**config.mk**
```make
export PLATFORM = sky130hd
export DESIGN_NAME = pc_predictor_flat
export DESIGN_NICKNAME = d
export VERILOG_FILES = /design/src/rtl/pc_predictor_pkg.sv /design/src/rtl/pc_predictor_if.sv /design/src/rtl/pc_predictor_bht.sv /design/src/rtl/pc_predictor.sv /design/src/flat_wrapper.sv
export SDC_FILE = /design/constraint.sdc
export NUM_CORES = 1
export LEC_CHECK = 0
export CAP_MARGIN = 15
export CORE_ASPECT_RATIO = 1.25
export CORE_MARGIN = 1
export CORE_UTILIZATION = 46
export CTS_CLUSTER_DIAMETER = 50
export DETAILED_ROUTE_END_ITERATION = 10
export GPL_TIMING_DRIVEN = 0
export SLEW_MARGIN = 20
export SYNTH_ARGS = -nofsm -noshare
export SYNTH_HDL_FRONTEND = slang
export SYNTH_SLANG_ARGS = --single-unit
```
**constraint.sdc**
```tcl
create_clock -name clk -period 7.1 [get_ports clk]
set_clock_uncertainty 0.2 [all_clocks]
set_input_delay 1.42 -clock clk [delete_from_list [all_inputs] [get_ports clk]]
set_output_delay 1.42 -clock clk [all_outputs]
set_load 0.02 [all_outputs]
```
**src/rtl/pc_predictor_pkg.sv**
```systemverilog
// Shared constants, types and decode helpers for the next-PC predictor.
// Imported by the interface, the BHT and the top.
package pc_predictor_pkg;

    localparam int unsigned DataLen = 32;

    localparam logic [6:0] OpBranch = 7'b1100011;
    localparam logic [6:0] OpJal    = 7'b1101111;
    localparam logic [6:0] OpJalr   = 7'b1100111;

    typedef enum logic [1:0] {
        SelHold,
        SelTruePc,
        SelTarget,
        SelSeq
    } next_sel_e;

    function automatic logic signed [DataLen-1:0] j_imm(input logic [DataLen-1:0] inst);
        return {{12{inst[31]}}, inst[19:12], inst[20], inst[30:21], 1'b0};
    endfunction

    function automatic logic signed [DataLen-1:0] b_imm(input logic [DataLen-1:0] inst);
        return {{20{inst[31]}}, inst[7], inst[30:25], inst[11:8], 1'b0};
    endfunction

    // 2-bit saturating counter step.
    function automatic logic [1:0] ctr_step(input logic [1:0] ctr, input logic taken);
        if (taken) begin
            return (ctr == 2'b11) ? ctr : ctr + 2'b01;
        end
        return (ctr == 2'b00) ? ctr : ctr - 2'b01;
    endfunction

endpackage

```
**src/rtl/pc_predictor_if.sv**
```systemverilog
// Fetcher and ROB facing signals of the next-PC predictor.
// master = fetcher/ROB side, slave = predictor side.
interface pc_predictor_if #(
    parameter int unsigned ADDR_W = 32
);
    import pc_predictor_pkg::*;

    logic                has_ask;
    logic [DataLen-1:0]  inst;
    logic [ADDR_W-1:0]   out_next_pc;
    logic                pc_ready;
    logic                has_jump;
    logic                has_misbranch;
    logic [ADDR_W-1:0]   in_true_pc;
    logic                upd_valid;
    logic [ADDR_W-1:0]   upd_pc;
    logic                upd_taken;

    modport master (
        output has_ask, inst, has_misbranch, in_true_pc, upd_valid, upd_pc, upd_taken,
        input  out_next_pc, pc_ready, has_jump
    );

    modport slave (
        input  has_ask, inst, has_misbranch, in_true_pc, upd_valid, upd_pc, upd_taken,
        output out_next_pc, pc_ready, has_jump
    );

endinterface

```
**src/rtl/pc_predictor_bht.sv**
```systemverilog
// Bimodal history table: 2-bit saturating counters, combinational read,
// synchronous saturating update, asynchronous reset to CNT_INIT.
module pc_predictor_bht
    import pc_predictor_pkg::*;
#(
    parameter int unsigned IDX_W    = 8,
    parameter logic [1:0]  CNT_INIT = 2'b01
) (
    input  logic             clk,
    input  logic             rst,
    input  logic [IDX_W-1:0] rd_idx,
    output logic [1:0]       rd_ctr,
    input  logic             wr_en,
    input  logic [IDX_W-1:0] wr_idx,
    input  logic             wr_taken
);

    localparam int unsigned Entries = 1 << IDX_W;

    logic [1:0] ctr_q [Entries];

    assign rd_ctr = ctr_q[rd_idx];

    always_ff @(posedge clk or negedge rst) begin
        if (!rst) begin
            for (int i = 0; i < Entries; i++) begin
                ctr_q[i] <= CNT_INIT;
            end
        end else if (wr_en) begin
            ctr_q[wr_idx] <= ctr_step(ctr_q[wr_idx], wr_taken);
        end
    end

endmodule

```
**src/rtl/pc_predictor.sv**
```systemverilog
// Next-PC generator: JAL always redirected, conditional branches predicted by
// a bimodal BHT trained at commit, ROB misbranch overrides everything.
module pc_predictor
    import pc_predictor_pkg::*;
#(
    parameter int unsigned     ADDR_W    = 32,
    parameter int unsigned     BHT_IDX_W = 8,
    parameter logic [ADDR_W-1:0] RESET_PC = '0,
    parameter logic [1:0]      CNT_INIT  = 2'b01
) (
    input  logic            clk,
    input  logic            rst,
    input  logic            rdy,
    pc_predictor_if.slave   bus
);

    logic [ADDR_W-1:0]         pc_q, pc_d;
    logic                      ready_q, ready_d;
    logic                      jump_q, jump_d;
    logic [1:0]                bht_ctr;
    next_sel_e                 sel;
    logic signed [DataLen-1:0] imm;
    logic [ADDR_W-1:0]         imm_ext;
    logic                      unused_upd_pc;

    assign unused_upd_pc = ^{bus.upd_pc[ADDR_W-1:BHT_IDX_W+2], bus.upd_pc[1:0]};

    pc_predictor_bht #(
        .IDX_W    (BHT_IDX_W),
        .CNT_INIT (CNT_INIT)
    ) u_bht (
        .clk      (clk),
        .rst      (rst),
        .rd_idx   (pc_q[BHT_IDX_W+1:2]),
        .rd_ctr   (bht_ctr),
        .wr_en    (rdy & bus.upd_valid),
        .wr_idx   (bus.upd_pc[BHT_IDX_W+1:2]),
        .wr_taken (bus.upd_taken)
    );

    always_comb begin
        sel = SelHold;
        imm = '0;
        if (bus.has_misbranch) begin
            sel = SelTruePc;
        end else if (bus.has_ask) begin
            case (bus.inst[6:0])
                OpJal: begin
                    sel = SelTarget;
                    imm = j_imm(bus.inst);
                end
                OpBranch: begin
                    imm = b_imm(bus.inst);
                    sel = bht_ctr[1] ? SelTarget : SelSeq;
                end
                // JALR target is resolved by the ROB; fall through sequentially.
                OpJalr:  sel = SelSeq;
                default: sel = SelSeq;
            endcase
        end
    end

    // Size cast of a signed value sign-extends (or truncates) to ADDR_W.
    assign imm_ext = ADDR_W'(imm);

    always_comb begin
        pc_d    = pc_q;
        ready_d = 1'b1;
        jump_d  = 1'b0;
        unique case (sel)
            SelHold: begin
                ready_d = 1'b0;
                jump_d  = jump_q;
            end
            SelTruePc: pc_d = bus.in_true_pc;
            SelTarget: begin
                pc_d   = pc_q + imm_ext;
                jump_d = 1'b1;
            end
            SelSeq:  pc_d = pc_q + ADDR_W'(4);
            default: pc_d = pc_q;
        endcase
    end

    always_ff @(posedge clk or negedge rst) begin
        if (!rst) begin
            pc_q    <= RESET_PC;
            ready_q <= 1'b0;
            jump_q  <= 1'b0;
        end else if (rdy) begin
            pc_q    <= pc_d;
            ready_q <= ready_d;
            jump_q  <= jump_d;
        end
    end

    assign bus.out_next_pc = pc_q;
    assign bus.pc_ready    = ready_q;
    assign bus.has_jump    = jump_q;

endmodule

```
**src/flat_wrapper.sv**
```systemverilog
// flat-port wrapper written by rule: the top's interface ports become plain ports
module pc_predictor_flat import pc_predictor_pkg::*;
#(
    parameter int unsigned     ADDR_W    = 32,
    parameter int unsigned     BHT_IDX_W = 8,
    parameter logic [ADDR_W-1:0] RESET_PC = '0,
    parameter logic [1:0]      CNT_INIT  = 2'b01
)
  (clk, rst, rdy, bus_has_ask, bus_inst, bus_has_misbranch, bus_in_true_pc, bus_upd_valid, bus_upd_pc, bus_upd_taken, bus_out_next_pc, bus_pc_ready, bus_has_jump);
  pc_predictor_if #(.ADDR_W(ADDR_W)) bus_i ();
  input  logic clk;
  input  logic rst;
  input  logic rdy;
  input wire logic [$bits(bus_i.has_ask)-1:0] bus_has_ask;
  input wire logic [$bits(bus_i.inst)-1:0] bus_inst;
  input wire logic [$bits(bus_i.has_misbranch)-1:0] bus_has_misbranch;
  input wire logic [$bits(bus_i.in_true_pc)-1:0] bus_in_true_pc;
  input wire logic [$bits(bus_i.upd_valid)-1:0] bus_upd_valid;
  input wire logic [$bits(bus_i.upd_pc)-1:0] bus_upd_pc;
  input wire logic [$bits(bus_i.upd_taken)-1:0] bus_upd_taken;
  output wire logic [$bits(bus_i.out_next_pc)-1:0] bus_out_next_pc;
  output wire logic [$bits(bus_i.pc_ready)-1:0] bus_pc_ready;
  output wire logic [$bits(bus_i.has_jump)-1:0] bus_has_jump;
  assign bus_i.has_ask = bus_has_ask;
  assign bus_i.inst = bus_inst;
  assign bus_i.has_misbranch = bus_has_misbranch;
  assign bus_i.in_true_pc = bus_in_true_pc;
  assign bus_i.upd_valid = bus_upd_valid;
  assign bus_i.upd_pc = bus_upd_pc;
  assign bus_i.upd_taken = bus_upd_taken;
  assign bus_out_next_pc = bus_i.out_next_pc;
  assign bus_pc_ready = bus_i.pc_ready;
  assign bus_has_jump = bus_i.has_jump;
  pc_predictor #(.ADDR_W(ADDR_W), .BHT_IDX_W(BHT_IDX_W), .RESET_PC(RESET_PC), .CNT_INIT(CNT_INIT)) u_core (.clk(clk), .rst(rst), .rdy(rdy), .bus(bus_i));
endmodule
```
# Yosys cells after proc, flatten, opt, wreduce, memory -nomap -nowiden
# Index checks and enable logic that the tools add are counted.
[classes]
n_addsub = 4
magnitude_cmp = 3
n_eq_ne = 6
n_mux = 26
n_bitwise = 4
reduce_logical = 6
[op_table]
columns = ["operator", "count"]
rows = [
  ["512-bit bitwise mux", 1],
  ["32-bit one-hot mux with 3 select lines", 1],
  ["32-bit 2-to-1 mux", 2],
  ["32-bit one-hot mux with 2 select lines", 1],
  ["32-bit by 3-bit adder with 32-bit output, second input constant", 1],
  ["32-bit adder", 1],
  ["2-bit binary-select mux with 8-bit select", 2],
  ["2-bit 2-to-1 mux", 12],
  ["9-bit >= comparator, second input constant", 2],
  ["8-bit inverter with 9-bit output", 2],
  ["2-bit demux with 8-bit select", 1],
  ["7-bit == test, second input constant", 2],
  ["9-bit by 1-bit less-than comparator with 1-bit output, second input constant", 1],
  ["2-bit == test, second input constant", 3],
  ["2-bit zero test", 2],
  ["1-bit 2-to-1 mux", 4],
  ["2-bit one-hot mux with 2 select lines", 1],
  ["2-bit AND reduction", 2],
  ["3-bit nonzero test", 1],
  ["2-bit by 1-bit adder with 2-bit output, second input constant", 1],
  ["2-bit by 1-bit == test with 1-bit output, second input constant", 1],
  ["1-bit one-hot mux with 2 select lines", 1],
  ["2-bit by 1-bit subtractor with 2-bit output, second input constant", 1],
  ["1-bit bitwise AND", 1],
  ["2 further kinds", 2],
]
[totals]
ff_bits = 546
input_bits = 103
wordCells = 308

# Logic depth before layout (Yosys ltp)
[logic_depth]
depth_word = 11
ltp_mapped = 19
depth_no_buf = 16

# Hierarchy
# A second synthesis with hierarchy kept.
[unflattened]
hier_cells = 3161
hier_area_um2 = 34065.2
[modules_own_cells]
columns = ["mod", "n_inst", "cells_per_inst", "area_each_um2"]
rows = [
  ["pc_predictor_bht", 1, 2558, 29678.5],
  ["pc_predictor", 1, 603, 4386.7],
]

# Least setup slack after synthesis
# OpenSTA, ideal clock, no wires.
[synth_timing]
path_kind = "input-to-reg"
from = "in bus_inst[4]"
to = "reg u_core.pc_q[28], in the netlist u_core.bus.out_next_pc[28]"
arrival_time_ns = 5.155
path_slack_ns = 1.621
cell_stages = 14
path_buffers = 0
path_cell_list = "nand4b_1 nor4_1 nor2_1 nor2_1 and2_1 ha_1 o21ai_0 a221oi_1 a211oi_1 o41ai_1 a21oi_1 o21ai_0 nor4_1 a211o_1"
[synth_via]
elab_chain_len = 7
elab_cells_between_ends = 15
[synth_lines]
columns = ["element", "line_no", "source"]
rows = [
  ["from (decl)", "flat_wrapper.sv:15", "input wire logic [$bits(bus_i.inst)-1:0] bus_inst;"],
  ["branches (longest 7 deep; another with 32-bit adder)", "--", ""],
  ["to (signal assigned)", "pc_predictor.sv:91", "pc_q <= pc_d;"],
  ["to (decl)", "pc_predictor.sv:17", "logic [ADDR_W-1:0] pc_q, pc_d;"],
]
# Parallel ways; which one is timed is not known.
# A chain may end at the register's enable or synchronous reset.

# Worst setup path after layout
[layout_timing]
from = "in bus_has_ask"
to = "reg u_core.pc_q[26], in the netlist u_core.bus.out_next_pc[26]"
[layout_via]
elab_chain_len = 5
elab_cells_between_ends = 11
[layout_lines]
columns = ["element", "line_no", "source"]
rows = [
  ["from (decl)", "flat_wrapper.sv:14", "input wire logic [$bits(bus_i.has_ask)-1:0] bus_has_ask;"],
  ["branches (longest 5 deep; another with 32-bit adder)", "--", ""],
]
# Parallel ways; which one is timed is not known.

==> results by group <==
Status
  – Status: completed

Floorplanning
  – Die Y: a little under 300 um
  – Row cnt: 104
  – Starting Density: a little under half
  – Boundary Pins: 137
  – Die area: 66500 um^2
  – CORE AREA: 64500 um^2
  – Die Width: 231 um

Finish
  – Net count, final: 3385
  – Synth-to-Final Area Change: 15.8%
  – Most common cell after layout, fill and taps aside: nand2_1
  – Most frequent cells in the layout: nand2_1 (862), o21ai_0 (381), dfrtp_1 (290)
  – Share of cells above drive strength 1: 21.1%
  – Fin area: 34900 um^2
  – Fin cells: 4152

Synthesis
  – Yosys reg bits: 546
  – Async S/R FF share, synth: 100%
  – Post-synthesis adder-cell area fraction: 1.48%
  – Synthesized area per cell: between 9 and 10 um^2
  – Synthesized instance count: between 3k and 4k
  – Synth area leader: dfrtp_1
  – Top_reg_cell synth: dfrtp_1
  – Largest family of logic cells by synthesized area: compound AO/OA/AOI/OAI gates
  – Simple-gate area share of the yosys netlist: approximately 15%
  – Synth Area in XOR/XNOR: roughly 1.1%
  – Synthesis Warnings: 0
  – Post-synth net total: 3195
  – Synth cell types: 76
  – Post-Syn Area: 30100 um^2
  – Compound-Gate Fraction of Synth Area: 16.3%
  – Post-synthesis mux area share: 15.6%
  – Ranking of synthesized cells by area: dfrtp_1 (24%), dfstp_2 (22%), mux4_2 (12%), nand2_1 (11%), o21ai_0 (6.3%)
  – Area share of the largest cell type after synthesis: 24.1%
  – Post-synth EDFFs: 0
  – Seq/Total Area, Yosys: 46.4%

Placed design
  – Placed Area: roughly 33000 um^2
  – PortBufs: 107
  – RePlAce Congestion: 1.03
  – Dpl hpwl: 86.5 mm
  – Placed insts: 4023

Clock tree
  – TritonCTS clock tree: built
  – TritonCTS buffer count: 70
  – Worst-skew pair later-pin latency: 630 ps
  – CTS H-tree depth: 3
  – Clk sinks: 546
  – Clock Pin Slew Worst Setup and Hold Paths: 60 ps
  – Longest Clk Path Bufs: 3
  – Root Buffer: clkbuf_16
  – Post-CTS setup buffer count: 0
  – Post-CTS Resized: 1
  – CTS Hold Bufs: 0

Setup path
  – Worst Path Max Fanout: 10
  – Crit path DAT: 7040 ps
  – CP startpoint kind: input pin
  – Slowest-stage cell, CP: o41ai_2
  – Crit-path cells: clkdlybuf4s50_1 > nor2b_1 > clkbuf_1 > inv_1 > clkbuf_1 > clkbuf_2 > buf_1 > nor2_1 > ha_1 > o21ai_0 > o21ai_0 > a211oi_1 > o41ai_2 > a21oi_1 > o21ai_0 > xnor2_1 > o221ai_1
  – Dominant delay contributor by cell family on the critical path: compound AO/OA/AOI/OAI gates
  – CP most frequent cell: o21ai_0
  – Worst reg-to-reg path cell count: 14
  – Reg-to-reg endpoint: u_core.bus.out_next_pc[26]
  – R2r setup slk: 340 ps
  – CP Class: input pin to register
  – Worst Path Buf+Inv: 6
  – Worst reg2reg startpoint: u_core.bus.out_next_pc[3]
  – Worst EP required: 7330 ps
  – Critical Path End Type: register
  – Worst stage delay on the critical path: ~650 ps

Min path
  – Min-Delay Startpoint: u_core.u_bht.ctr_q[30]
  – Worst min path class: register to register
  – Worst hold endpoint: u_core.u_bht.ctr_q[30]
  – Hold Path Depth: 2

STA
  – Slew Limit Fails: 0
  – Fin. Hold Viols: 0
  – Fmax: 0.147 GHz
  – RSZ-0062 raised after global routing: false
  – Final setup violating endpoints: 0
  – Sum Neg Setup Slack: 0 ps
  – Final Critical Period: between 6000 and 7000 ps
  – Tcrit/Tclk final: 95.8%
  – Slew @ Worst Pin: between 1000 and 1500 ps
  – Worst rel slew slack: 10.1%

GRT
  – Largest net degree at the start of global routing: 105
  – First-pass GRT wire length: 176 mm
  – Congestion Overflow GR: 0
  – Number of global-route vias before repair: 26.1k
  – GRT Overall Usage: 36.8%
  – Initial antenna violation count: 2

Power and ir drop
  – Peak supply drop: 199 uV
  – Total power: 0.00813 W
  – P per Cell Area: approximately 230 nW/um^2
  – Pleak: 13.4 nW

Job
  – Max cap viols: 0

Drt
  – Vias: around 26k
  – WL final: 121 mm
  – Antenna-violating nets left: 0
  – Detailed Routing Iterations Pass 1: 6
  – Wire length per cell: 29.1 um
  – Vias/cell: ~6.3
  – DRC viols: 0
  – Iter 0 DRT Violations: 2511
-- metrics by stage --
stage / hold WS [ps] / utilization, % / setup slack (ps)
4_1_cts: 263 / 54.0 / 9.52
5_1_grt: 275 / 54.0 / 106
3_3_place_gp: 249 / 50.0 / -19330
3_5_place_dp: 254 / 50.4 / -620
6_report: 260 / 54.0 / 296
2_1_floorplan: 240 / - / 1620
-- Yosys cell counts (6+ instances only) --
library cell,count
a22oi_1,49
nor3_1,20
o211ai_1,12
a31oi_1,9
xnor2_1,20
and2_1,12
inv_1,29
nand2_1,862
a21oi_1,60
dfrtp_1,290
and3_1,9
nor2b_1,21
buf_4,25
buf_1,8
ha_1,34
and4_1,6
or3_1,6
a21o_1,19
nor4_1,11
nand4_1,18
mux4_2,162
o221ai_1,17
o21ai_1,184
dfstp_2,256
mux2i_1,99
xor2_1,17
o22ai_1,11
buf_6,25
o31ai_1,10
nor2_1,59
nand2b_1,12
nand3_1,43
o21ai_2,20
buf_2,46
o21ai_0,381
a211oi_1,10
a221oi_1,14
clkbuf_1,93
-- metal layers --
metal,wire length [um],track usage (%)
met4,8280,22.8
met5,9,0
met1,45400,45.3
met2,56500,59.4
met3,10600,7.63
-- sequential cells by signal, indices dropped and copies added, names as in the netlist --
| signal | flops |
|---|---|
| u_core.bus.has_jump | 1 |
| u_core.bus.out_next_pc | 32 |
| u_core.u_bht.ctr_q | 512 |
| u_core.bus.pc_ready | 1 |
-- layout make-up --
class / count / area (um^2)
multi-input cells: 2282 / 15000
plain buffers: 198 / 1130
clock buffers: 102 / 2020
well taps: 848 / 1060
repair buffers: 118 / 1300
flip-flops and latches: 546 / 14000
clock inverters: 26 / 283
fillers: 5793 / 29700
diodes: 1 / 2.50
inverters: 31 / 116
-- cell families after synthesis --
logic type / Yosys count
xor gates and xnor gates: 37
and+or+nand+nor: 1100
AOI/OAI and AO/OA: 845
adders and majority gates: 35
DFF: 546
muxes: 265
buffers and inverters: 229
-- report_power, final --
group | leakage, nW | internal, W | switching (W)
Clock | 1.12 | 0.00212 | 0.00150
Combinational | 5.68 | 0.000396 | 0.000785
Sequential | 6.63 | 0.00324 | 0.0000983
Total | 13.4 | 0.00576 | 0.00238
-- worst max path at each step --
| stage | startpoint | endpoint | slack, ps | depth (start not counted) |
|---|---|---|---|---|
| 2_1_floorplan | bus_inst[4] | u_core.bus.out_next_pc[28] | 1620 | 14 |
| 3_3_place_gp | rst | u_core.u_bht.ctr_q[251] | -19330 | 1 |
| 3_5_place_dp | bus_has_ask | u_core.bus.out_next_pc[28] | -620 | 17 |
| 4_1_cts | u_core.bus.out_next_pc[3] | u_core.bus.out_next_pc[26] | 10 | 15 |
| 5_1_grt | bus_has_ask | u_core.bus.out_next_pc[28] | 110 | 17 |
| 6_report | bus_has_ask | u_core.bus.out_next_pc[26] | 300 | 17 |
-- worst register-to-register path: stages (launching register included) --
cell      delay [ps]
dfrtp_1          700
buf_1            920
clkbuf_1         800
nand2_1          470
o221ai_1         290
o22ai_1          110
a221oi_1         640
nor2_1           150
a41oi_1          300
and2_1           210
ha_1             180
nand2b_1         240
clkbuf_1         500
clkbuf_1         630
o221ai_1         250
(Power assumes the default switching activity.)
